===== config.mk =====
export PLATFORM = sky130hd
export DESIGN_NAME = ntm_matrix_vector_product
export DESIGN_NICKNAME = d
export VERILOG_FILES = /design/src/rtl/ntm_matrix_vector_product.sv
export SDC_FILE = /design/constraint.sdc
export NUM_CORES = 1
export LEC_CHECK = 0
export CORE_MARGIN = 2
export CORE_UTILIZATION = 45
export DETAILED_ROUTE_END_ITERATION = 16
export PLACE_DENSITY_LB_ADDON = 0.12
export SKIP_CTS_REPAIR_TIMING = 1
export SLEW_MARGIN = 5
export SYNTH_ARGS = -nofsm -noshare
export SYNTH_HDL_FRONTEND = slang
export SYNTH_SLANG_ARGS = --single-unit
export TNS_END_PERCENT = 10

===== constraint.sdc =====
create_clock -name clk -period 8.35 [get_ports clk]
set_input_delay 1.2525 -clock clk [delete_from_list [all_inputs] [get_ports clk]]
set_output_delay 1.2525 -clock clk [all_outputs]
set_load 0.02 [all_outputs]

===== src/rtl/ntm_matrix_vector_product.sv =====
// Streaming signed matrix-vector product y = A*x: row-major operand pairs in, one y[i] per row out.
// Build option NTM_MATRIX_VECTOR_PRODUCT_SATURATE_EN clamps each row result instead of wrapping it.
module ntm_matrix_vector_product #(
  parameter int DATA_SIZE  = 16,
  parameter int INDEX_SIZE = 8
) (
  input  logic                  clk,
  input  logic                  rst,
  input  logic                  start,
  input  logic [INDEX_SIZE-1:0] size_i_in,
  input  logic [INDEX_SIZE-1:0] size_j_in,
  input  logic                  in_valid,
  output logic                  in_ready,
  input  logic [DATA_SIZE-1:0]  data_a_in,
  input  logic [DATA_SIZE-1:0]  data_b_in,
  output logic                  out_valid,
  input  logic                  out_ready,
  output logic [DATA_SIZE-1:0]  data_out,
  output logic                  ready
);

  localparam int PROD_W = 2 * DATA_SIZE;
  localparam int ACC_W  = PROD_W + INDEX_SIZE;

  localparam logic [1:0] S_IDLE   = 2'd0;
  localparam logic [1:0] S_ACCUM  = 2'd1;
  localparam logic [1:0] S_OUTPUT = 2'd2;
  localparam logic [1:0] S_DONE   = 2'd3;

  localparam logic [INDEX_SIZE-1:0] IDX_ZERO = '0;
  localparam logic [INDEX_SIZE-1:0] IDX_ONE  = {{(INDEX_SIZE-1){1'b0}}, 1'b1};

  logic [1:0]              state_q, state_d;
  logic [INDEX_SIZE-1:0]   size_i_q, size_i_d;
  logic [INDEX_SIZE-1:0]   size_j_q, size_j_d;
  logic [INDEX_SIZE-1:0]   row_q, row_d;
  logic [INDEX_SIZE-1:0]   col_q, col_d;
  logic signed [ACC_W-1:0] acc_q, acc_d;
  logic [DATA_SIZE-1:0]    data_q, data_d;

  logic signed [PROD_W-1:0] a_ext, b_ext, prod;
  logic signed [ACC_W-1:0]  acc_sum;
  logic [DATA_SIZE-1:0]     res;

  // Operands are sign-extended first so the product is the full-width signed result.
  assign a_ext   = {{DATA_SIZE{data_a_in[DATA_SIZE-1]}}, data_a_in};
  assign b_ext   = {{DATA_SIZE{data_b_in[DATA_SIZE-1]}}, data_b_in};
  assign prod    = a_ext * b_ext;
  assign acc_sum = acc_q + {{INDEX_SIZE{prod[PROD_W-1]}}, prod};

`ifdef NTM_MATRIX_VECTOR_PRODUCT_SATURATE_EN
  localparam logic signed [ACC_W-1:0] RES_MAX =
    {{(ACC_W-DATA_SIZE+1){1'b0}}, {(DATA_SIZE-1){1'b1}}};
  localparam logic signed [ACC_W-1:0] RES_MIN =
    {{(ACC_W-DATA_SIZE+1){1'b1}}, {(DATA_SIZE-1){1'b0}}};

  always_comb begin
    res = acc_sum[DATA_SIZE-1:0];
    if (acc_sum > RES_MAX) begin
      res = {1'b0, {(DATA_SIZE-1){1'b1}}};
    end else if (acc_sum < RES_MIN) begin
      res = {1'b1, {(DATA_SIZE-1){1'b0}}};
    end
  end
`else
  assign res = acc_sum[DATA_SIZE-1:0];
`endif

  always_comb begin
    // NOTE: every combinational output gets a default first so no path leaves it unassigned (no latch).
    state_d  = state_q;
    size_i_d = size_i_q;
    size_j_d = size_j_q;
    row_d    = row_q;
    col_d    = col_q;
    acc_d    = acc_q;
    data_d   = data_q;
    case (state_q)
      S_IDLE: begin
        if (start) begin
          size_i_d = size_i_in;
          size_j_d = size_j_in;
          row_d    = '0;
          col_d    = '0;
          acc_d    = '0;
          state_d  = (size_i_in == IDX_ZERO || size_j_in == IDX_ZERO) ? S_DONE : S_ACCUM;
        end
      end
      S_ACCUM: begin
        if (in_valid) begin
          acc_d = acc_sum;
          col_d = col_q + IDX_ONE;
          if (col_q == size_j_q - IDX_ONE) begin
            data_d  = res;
            state_d = S_OUTPUT;
          end
        end
      end
      S_OUTPUT: begin
        if (out_ready) begin
          if (row_q == size_i_q - IDX_ONE) begin
            state_d = S_DONE;
          end else begin
            row_d   = row_q + IDX_ONE;
            col_d   = '0;
            acc_d   = '0;
            state_d = S_ACCUM;
          end
        end
      end
      default: state_d = S_IDLE;
    endcase
  end

  always_ff @(posedge clk) begin
    // NOTE: sequential state uses non-blocking assignments so all registers update from pre-edge values.
    if (rst) begin
      state_q  <= S_IDLE;
      size_i_q <= '0;
      size_j_q <= '0;
      row_q    <= '0;
      col_q    <= '0;
      acc_q    <= '0;
      data_q   <= '0;
    end else begin
      state_q  <= state_d;
      size_i_q <= size_i_d;
      size_j_q <= size_j_d;
      row_q    <= row_d;
      col_q    <= col_d;
      acc_q    <= acc_d;
      data_q   <= data_d;
    end
  end

  assign in_ready  = (state_q == S_ACCUM);
  assign out_valid = (state_q == S_OUTPUT);
  assign ready     = (state_q == S_DONE);
  assign data_out  = data_q;

endmodule


==> impl_metrics.csv, run 1 <==
group,metric,value,unit
run_status,status,"finished, final reports clean",
synthesis,synth_flop_cell,"dfxtp_1",
route,vias_per_cell,5.08,
worst_hold_path,hp-class,"reg -> reg",
power,finalPower,3.21,mW
global_routing,grt_pass1_wl,30.7,mm
critical_path,crit_chain,"clkdlybuf4s50_1 > and2_1 > fa_1 > inv_1 > fa_1 > fa_1 > fa_1 > inv_1 > fa_1 > inv_1 > fa_1 > inv_1 > ha_1 > and2_1 > o21ai_0 > nand3b_1 > xor2_1 > ha_1 > or3_1 > a211oi_1 > o31a_1 > nand3b_1 > a21oi_1",
global_routing,antenna_found_initial,0,
placed_design,gp_congestion,0.817,
clock_network,cts.sinks,66,
timing,setup_viol,0,
timing,slew_headroom,32.4,%
synthesis,syn-cell-area,7820,um2
power,power.internal,1.72,mW
power,ir_drop,0.324,mV
finish,layout_common_cells,"140 x inv_1, 124 x nand2_1, 81 x ha_1",
timing,fmax,131,MHz
clock_network,h-tree-depth,3,
critical_path,r2r_end,"col_q[7]$_SDFFE_PP0P_",
clock_network,clock_latency,340,ps
critical_path,crit_top_cell,"fa_1",
route,drtIter0Drc,251,
floorplan,fp.dieH,136,um
power,pwr-share-comb,75.7,%
route,via_count,6269,
timing,fin_crit_sh,91.4,%
timing,fin_worst_skew,5.15,ps
timing,layout_min_cycle_time,7640,ps
critical_path,startpoint_type,"primary input",
timing,worstMarginPinSlew,1010,ps
floorplan,die-area,18400,um2
global_routing,first_global_vias,6240,
placed_design,hpwl,14.4,mm
synthesis,ys_types,47,
finish,seqCellArea,1320,um2
synthesis,synth-seq-cells,66,
floorplan,start_util,45.7,%
synthesis,synthCells,949,
critical_path,r2r_slack,5240,ps
route,drc,0,
route,wirelength,18.2,mm
synthesis,yosysWarnings,0,
global_routing,grt-ovfl-total,0,
power,p_leak,4.13,nW
clock_network,numCtsBuffers,9,
clock_network,cts_buffer_depth,2,
timing,final.setup.tns,0,ps
critical_path,slowest_stage,"clkdlybuf4s50_1",
route,post_drt_wl_per_cell,14.8,um
finish,fin_util,53.0,%
placed_design,io_buffer_count,71,
timing,slew_violations,0,
power,p_sw,1.49,mW
worst_hold_path,min_to,"size_i_q[7]$_SDFFE_PP0P_",
clock_network,clk_pin_slew_worst_paths,60,ps
timing,rsz0062_at_grt,"no",
critical_path,end_kind,"register",
finish,drive_gt1_share,2.97,%
critical_path,r2r-start,"state_q[1]$_SDFFE_PP0P_",
global_routing,track_usage,21.1,%
floorplan,core,17100,um2
floorplan,placementRows,48,
worst_hold_path,hp-start,"size_i_q[7]$_SDFFE_PP0P_",
synthesis,synthArstFlopShare,0,%
power,cellPowerDensity,355,nW/um2
critical_path,rr_worst_depth,8,
power,seqPwrFrac,11.2,%
power,power.share.clock,13.0,%
synthesis,avgSynthCellArea,8.24,um2
worst_hold_path,hold_path_depth,2,
critical_path,critical_path_class,"in -> reg",
global_routing,grt_start_max_net_pins,59,
route,drtAntennaViolNets,0,
finish,area_growth_syn_to_layout,15.9,%
floorplan,die_width,136,um
synthesis,synth_edf_count,0,
critical_path,crit_fanout,11,
finish,diodes,0,
clock_network,clockRootBuffer,"clkbuf_16",
finish,layout_commonest_cell,"inv_1",
critical_path,cp-startpoint,"data_a_in[5]",
synthesis,seq_area_frac_synth,16.9,%
clock_network,cts_tree,"built",
finish,stdcell_area,9060,um2
critical_path,arrival,7830,ps
floorplan,pin_count,72,
synthesis,synth_fp_nets,1163,
run,maxCapViolations,0,
critical_path,worst_path_largest_cell_delay,650,ps
placed_design,placed_cell_area,8730,um2
finish,fin_nets,1218,
timing,hold_violations,0,
route,drt_first_pass_iters,5,
power,sw_frac_of_total,46.4,%
finish,multi_input_area,5850,um2
critical_path,cp.required,8540,ps
finish,nFillCells,1664,
metrics by stage:
step / setup WS, ps / instances / hold slack, ps
floorplan: 1390 / 949 / 441
global placement: 491 / 1218 / 459
detailed placement: 434 / 1218 / 464
CTS: 729 / 1234 / 471
global route: 398 / 1234 / 493
finish: 714 / 1234 / 467
synthesized netlist by cell type (7+ instances only):
cell type,count,area [um2]
nand3_1,10,50.1
fa_1,80,1600
o21a_1,8,60.1
nor2b_1,7,43.8
a211oi_1,7,52.6
nor4_1,9,56.3
xor2_1,20,175
o21ai_0,19,95.1
nor3_1,12,60.1
a22oi_1,14,105
ha_1,81,1010
nand2_1,124,465
nor2_1,66,248
and2_1,70,438
clkbuf_1,32,120
mux2i_1,13,130
or3_1,8,50.1
xnor2_1,58,508
dfxtp_1,66,1320
a21oi_1,47,235
inv_1,140,526
metal layers:
| layer | wire length [um] | GRT usage [%] | vias up |
|---|---|---|---|
| met1 | 8880 | 30.0 | 2978 |
| li1 | - | - | 3159 |
| met5 | 0 | 0 | - |
| met3 | 712 | 3.24 | 15 |
| met2 | 8390 | 33.6 | 117 |
| met4 | 224 | 5.50 | 0 |
critical path, delay by kind of cell:
| kind | cells | cell delay, ps |
|---|---|---|
| xor+xnor | 1 | 170 |
| simple gates | 5 | 1080 |
| buf+inv | 5 | 890 |
| compound gates | 4 | 720 |
| fa+ha+maj | 8 | 3730 |
flip-flops by register name, summed over array words and instances (netlist names):
name	cells
state_q	2
size_i_q	8
acc_q	16
data_out	16
col_q	8
size_j_q	8
row_q	8
worst max-delay path by stage:
stage	to	slack, ps	cells past startpoint
6_report	acc_q[14]$_SDFFE_PP0P_	710	23
4_1_cts	data_out[14]$_SDFFE_PP0P_	730	23
2_1_floorplan	data_out[14]$_SDFFE_PP0P_	1390	23
3_3_place_gp	data_out[14]$_SDFFE_PP0P_	490	24
5_1_grt	acc_q[14]$_SDFFE_PP0P_	400	23
3_5_place_dp	data_out[14]$_SDFFE_PP0P_	430	24
power groups by stage:
stage	Combinational (mW)	Sequential (mW)	Clock, mW
floorplan	1.91	0.358	0
global placement	2.42	0.367	0
detailed placement	2.42	0.367	0
CTS	2.46	0.360	0.430
global route	2.75	0.364	0.441
finish	2.43	0.361	0.419
cell families (layout without fill, tap and decap cells):
logic type,after synthesis,after routing,share of synthesized area [%]
AO/OA/AOI/OAI,124,124,10.0
XOR/XNOR,79,79,9.03
flip-flops,66,66,16.9
multiplexers,13,13,1.66
buffers and inverters,174,234,8.47
AND/OR/NAND/NOR,332,332,20.5
adder cells (fa/ha/maj),161,161,33.4
area by class of cell:
| class | instances | area share (%) |
|---|---|---|
| clock buffers | 12 | 2.83 |
| clock inverters | 4 | 0.814 |
| inverters | 140 | 5.80 |
| multi-input cells | 709 | 64.5 |
| flip-flops and latches | 66 | 14.6 |
| well taps | 225 | 3.11 |
| repair buffers | 78 | 8.37 |
(Power assumes the default switching activity.)
==> inputs of run 2 (changes only) <==
--- a/config.mk
+++ b/config.mk
@@ -7,7 +7,9 @@
 export LEC_CHECK = 0
 export CORE_MARGIN = 2
 export CORE_UTILIZATION = 45
+export CTS_CLUSTER_DIAMETER = 30
 export DETAILED_ROUTE_END_ITERATION = 16
+export GPL_TIMING_DRIVEN = 1
 export PLACE_DENSITY_LB_ADDON = 0.12
 export SKIP_CTS_REPAIR_TIMING = 1
 export SLEW_MARGIN = 5
==> results of run 2 <==
The final DEF is identical to that of run 1; final timing and power are the same.
==> inputs of run 3 (changes only) <==
--- a/config.mk
+++ b/config.mk
@@ -5,11 +5,12 @@
 export SDC_FILE = /design/constraint.sdc
 export NUM_CORES = 1
 export LEC_CHECK = 0
-export CORE_MARGIN = 2
+export CORE_ASPECT_RATIO = 2
 export CORE_UTILIZATION = 45
 export CTS_CLUSTER_DIAMETER = 30
 export DETAILED_ROUTE_END_ITERATION = 16
 export GPL_TIMING_DRIVEN = 1
+export HOLD_SLACK_MARGIN = 0.1
 export PLACE_DENSITY_LB_ADDON = 0.12
 export SKIP_CTS_REPAIR_TIMING = 1
 export SLEW_MARGIN = 5
==> run 3 against run 2 <==
Net effect: sequential cell count is the same; die area shrank 2.8%; non-clock buffer count shrank 1; register-to-register slack gained 20 ps; utilization grew 0.40 points; routed wire length grew 5.1%; sequential power is essentially flat; final cell count shrank 1.5%; final area shrank 0.81%; hold slack lost 0.54 ps; critical path type unchanged; largest cell class unchanged; largest power group unchanged.
==> impl_metrics.csv, run 3 (same netlist as run 1, synthesis figures left out) <==
group,metric,value,unit
run_status,status,"finished, final reports clean",
clock_network,clock_latency,330,ps
global_routing,first_global_vias,6790,
clock_network,cts_buffer_depth,2,
timing,rsz0062_at_grt,"no",
power,finalPower,3.13,mW
power,pwr-share-comb,77.2,%
run,maxCapViolations,0,
critical_path,critical_path_class,"in -> reg",
floorplan,placementRows,67,
power,power.share.clock,11.4,%
power,cellPowerDensity,349,nW/um2
route,drtIter0Drc,155,
clock_network,clockRootBuffer,"clkbuf_16",
timing,final.setup.tns,0,ps
power,sw_frac_of_total,47.0,%
route,vias_per_cell,5.32,
critical_path,crit_fanout,10,
clock_network,numCtsBuffers,9,
power,seqPwrFrac,11.5,%
finish,layout_common_cells,"140 x inv_1, 124 x nand2_1, 81 x ha_1",
placed_design,post-place-ws,449,ps
power,power.internal,1.66,mW
route,wirelength,19.1,mm
timing,setup_slack,778,ps
global_routing,grt-ovfl-total,0,
critical_path,crit_top_cell,"fa_1",
finish,area_growth_syn_to_layout,15.0,%
floorplan,die-area,17900,um2
route,drtAntennaViolNets,0,
worst_hold_path,hp-class,"reg -> reg",
route,drt_first_pass_iters,4,
route,post_drt_wl_per_cell,15.7,um
global_routing,grt_start_max_net_pins,59,
finish,drive_gt1_share,2.78,%
timing,fin_worst_skew,5.58,ps
critical_path,startpoint_type,"primary input",
power,p_sw,1.47,mW
timing,setup_viol,0,
finish,fin_nets,1217,
clock_network,cts.sinks,66,
floorplan,pin_count,72,
clock_network,clk_pin_slew_worst_paths,50,ps
timing,fin_crit_sh,90.7,%
placed_design,gp_congestion,0.872,
route,drc,0,
timing,layout_min_cycle_time,7570,ps
route,via_count,6464,
placed_design,hpwl,15.6,mm
power,p_leak,4.11,nW
power,ir_drop,0.219,mV
placed_design,io_buffer_count,71,
critical_path,worst_path_largest_cell_delay,620,ps
global_routing,track_usage,23.2,%
critical_path,arrival,7830,ps
critical_path,slowest_stage,"clkdlybuf4s50_1",
critical_path,end_kind,"register",
finish,fin_util,53.4,%
finish,layout_commonest_cell,"inv_1",
timing,slew_violations,0,
timing,whs,466,ps
critical_path,cp.required,8610,ps
timing,slew_headroom,25.8,%
floorplan,die_width,95.2,um
clock_network,cts_tree,"built",
floorplan,start_util,46.4,%
global_routing,antenna_found_initial,1,
timing,hold_violations,0,
timing,fmax,132,MHz
timing,worstMarginPinSlew,1110,ps
global_routing,grt_pass1_wl,32.0,mm
clock_network,h-tree-depth,3,
floorplan,core,16800,um2
critical_path,crit_chain,"clkdlybuf4s50_1 > and2_1 > fa_1 > inv_1 > fa_1 > inv_1 > fa_1 > fa_1 > fa_1 > inv_1 > fa_1 > inv_1 > ha_1 > and3_1 > o211ai_1 > nand3b_1 > xor2_1 > ha_1 > or3_1 > a211oi_1 > or4_1 > nand3b_1 > a21oi_1",
floorplan,fp.dieH,188,um
-- run 3: final timing paths --
| kind | startpoint | end | slack, ps | depth (start not counted) |
|---|---|---|---|---|
| worst min-delay path | size_i_q[7]$_SDFFE_PP0P_ | size_i_q[7]$_SDFFE_PP0P_ | 470 | 2 |
| worst max register to register | row_q[7]$_SDFFE_PP0P_ | col_q[7]$_SDFFE_PP0P_ | 5260 | 9 |
| worst min register to register | size_i_q[7]$_SDFFE_PP0P_ | size_i_q[7]$_SDFFE_PP0P_ | 470 | 2 |
| worst max-delay path | data_a_in[6] | data_out[14]$_SDFFE_PP0P_ | 780 | 23 |
-- run 3: per-stage QoR --
stage | std cells | instance area [um2]
global route | 1216 | 8990
global placement | 1199 | 8700
finish | 1216 | 8990
detailed placement | 1199 | 8700
floorplan | 949 | 7820
CTS | 1215 | 8990
-- run 3: layer usage --
layer  global-route usage [%]  share of wire, %  vias up
met5                        0                 0        -
met4                     11.9               4.1        0
met3                     2.66               2.7       56
met2                     43.3                56      153
met1                     24.5                37     3109
li1                         -                 -     3146
-- run 3: power by group through the flow --
stage                     registers (mW)  clock network [mW]  logic (mW)
final                              0.360               0.356        2.42
after global routing               0.363               0.380        2.76
after CTS                          0.359               0.368        2.45
after detailed placement           0.366                   0        2.43
after global placement             0.366                   0        2.43
after floorplan                    0.358                   0        1.91
-- run 3: cell type report --
class | count | area, um2
inverters | 140 | 526
well taps | 207 | 259
clock buffers | 14 | 274
repair buffers | 77 | 751
multi-input cells | 709 | 5850
diodes | 1 | 2.50
fillers | 1630 | 7860
flip-flops and latches | 66 | 1320
clock inverters | 2 | 10.0
-- run 3: critical path: cells and delay by family --
kind	cells	cell delay, ps
AOI/OAI and AO/OA	3	560
xor gates and xnor gates	1	160
adders and majority gates	8	3740
and+or+nand+nor	6	1270
buffers and inverters	5	830
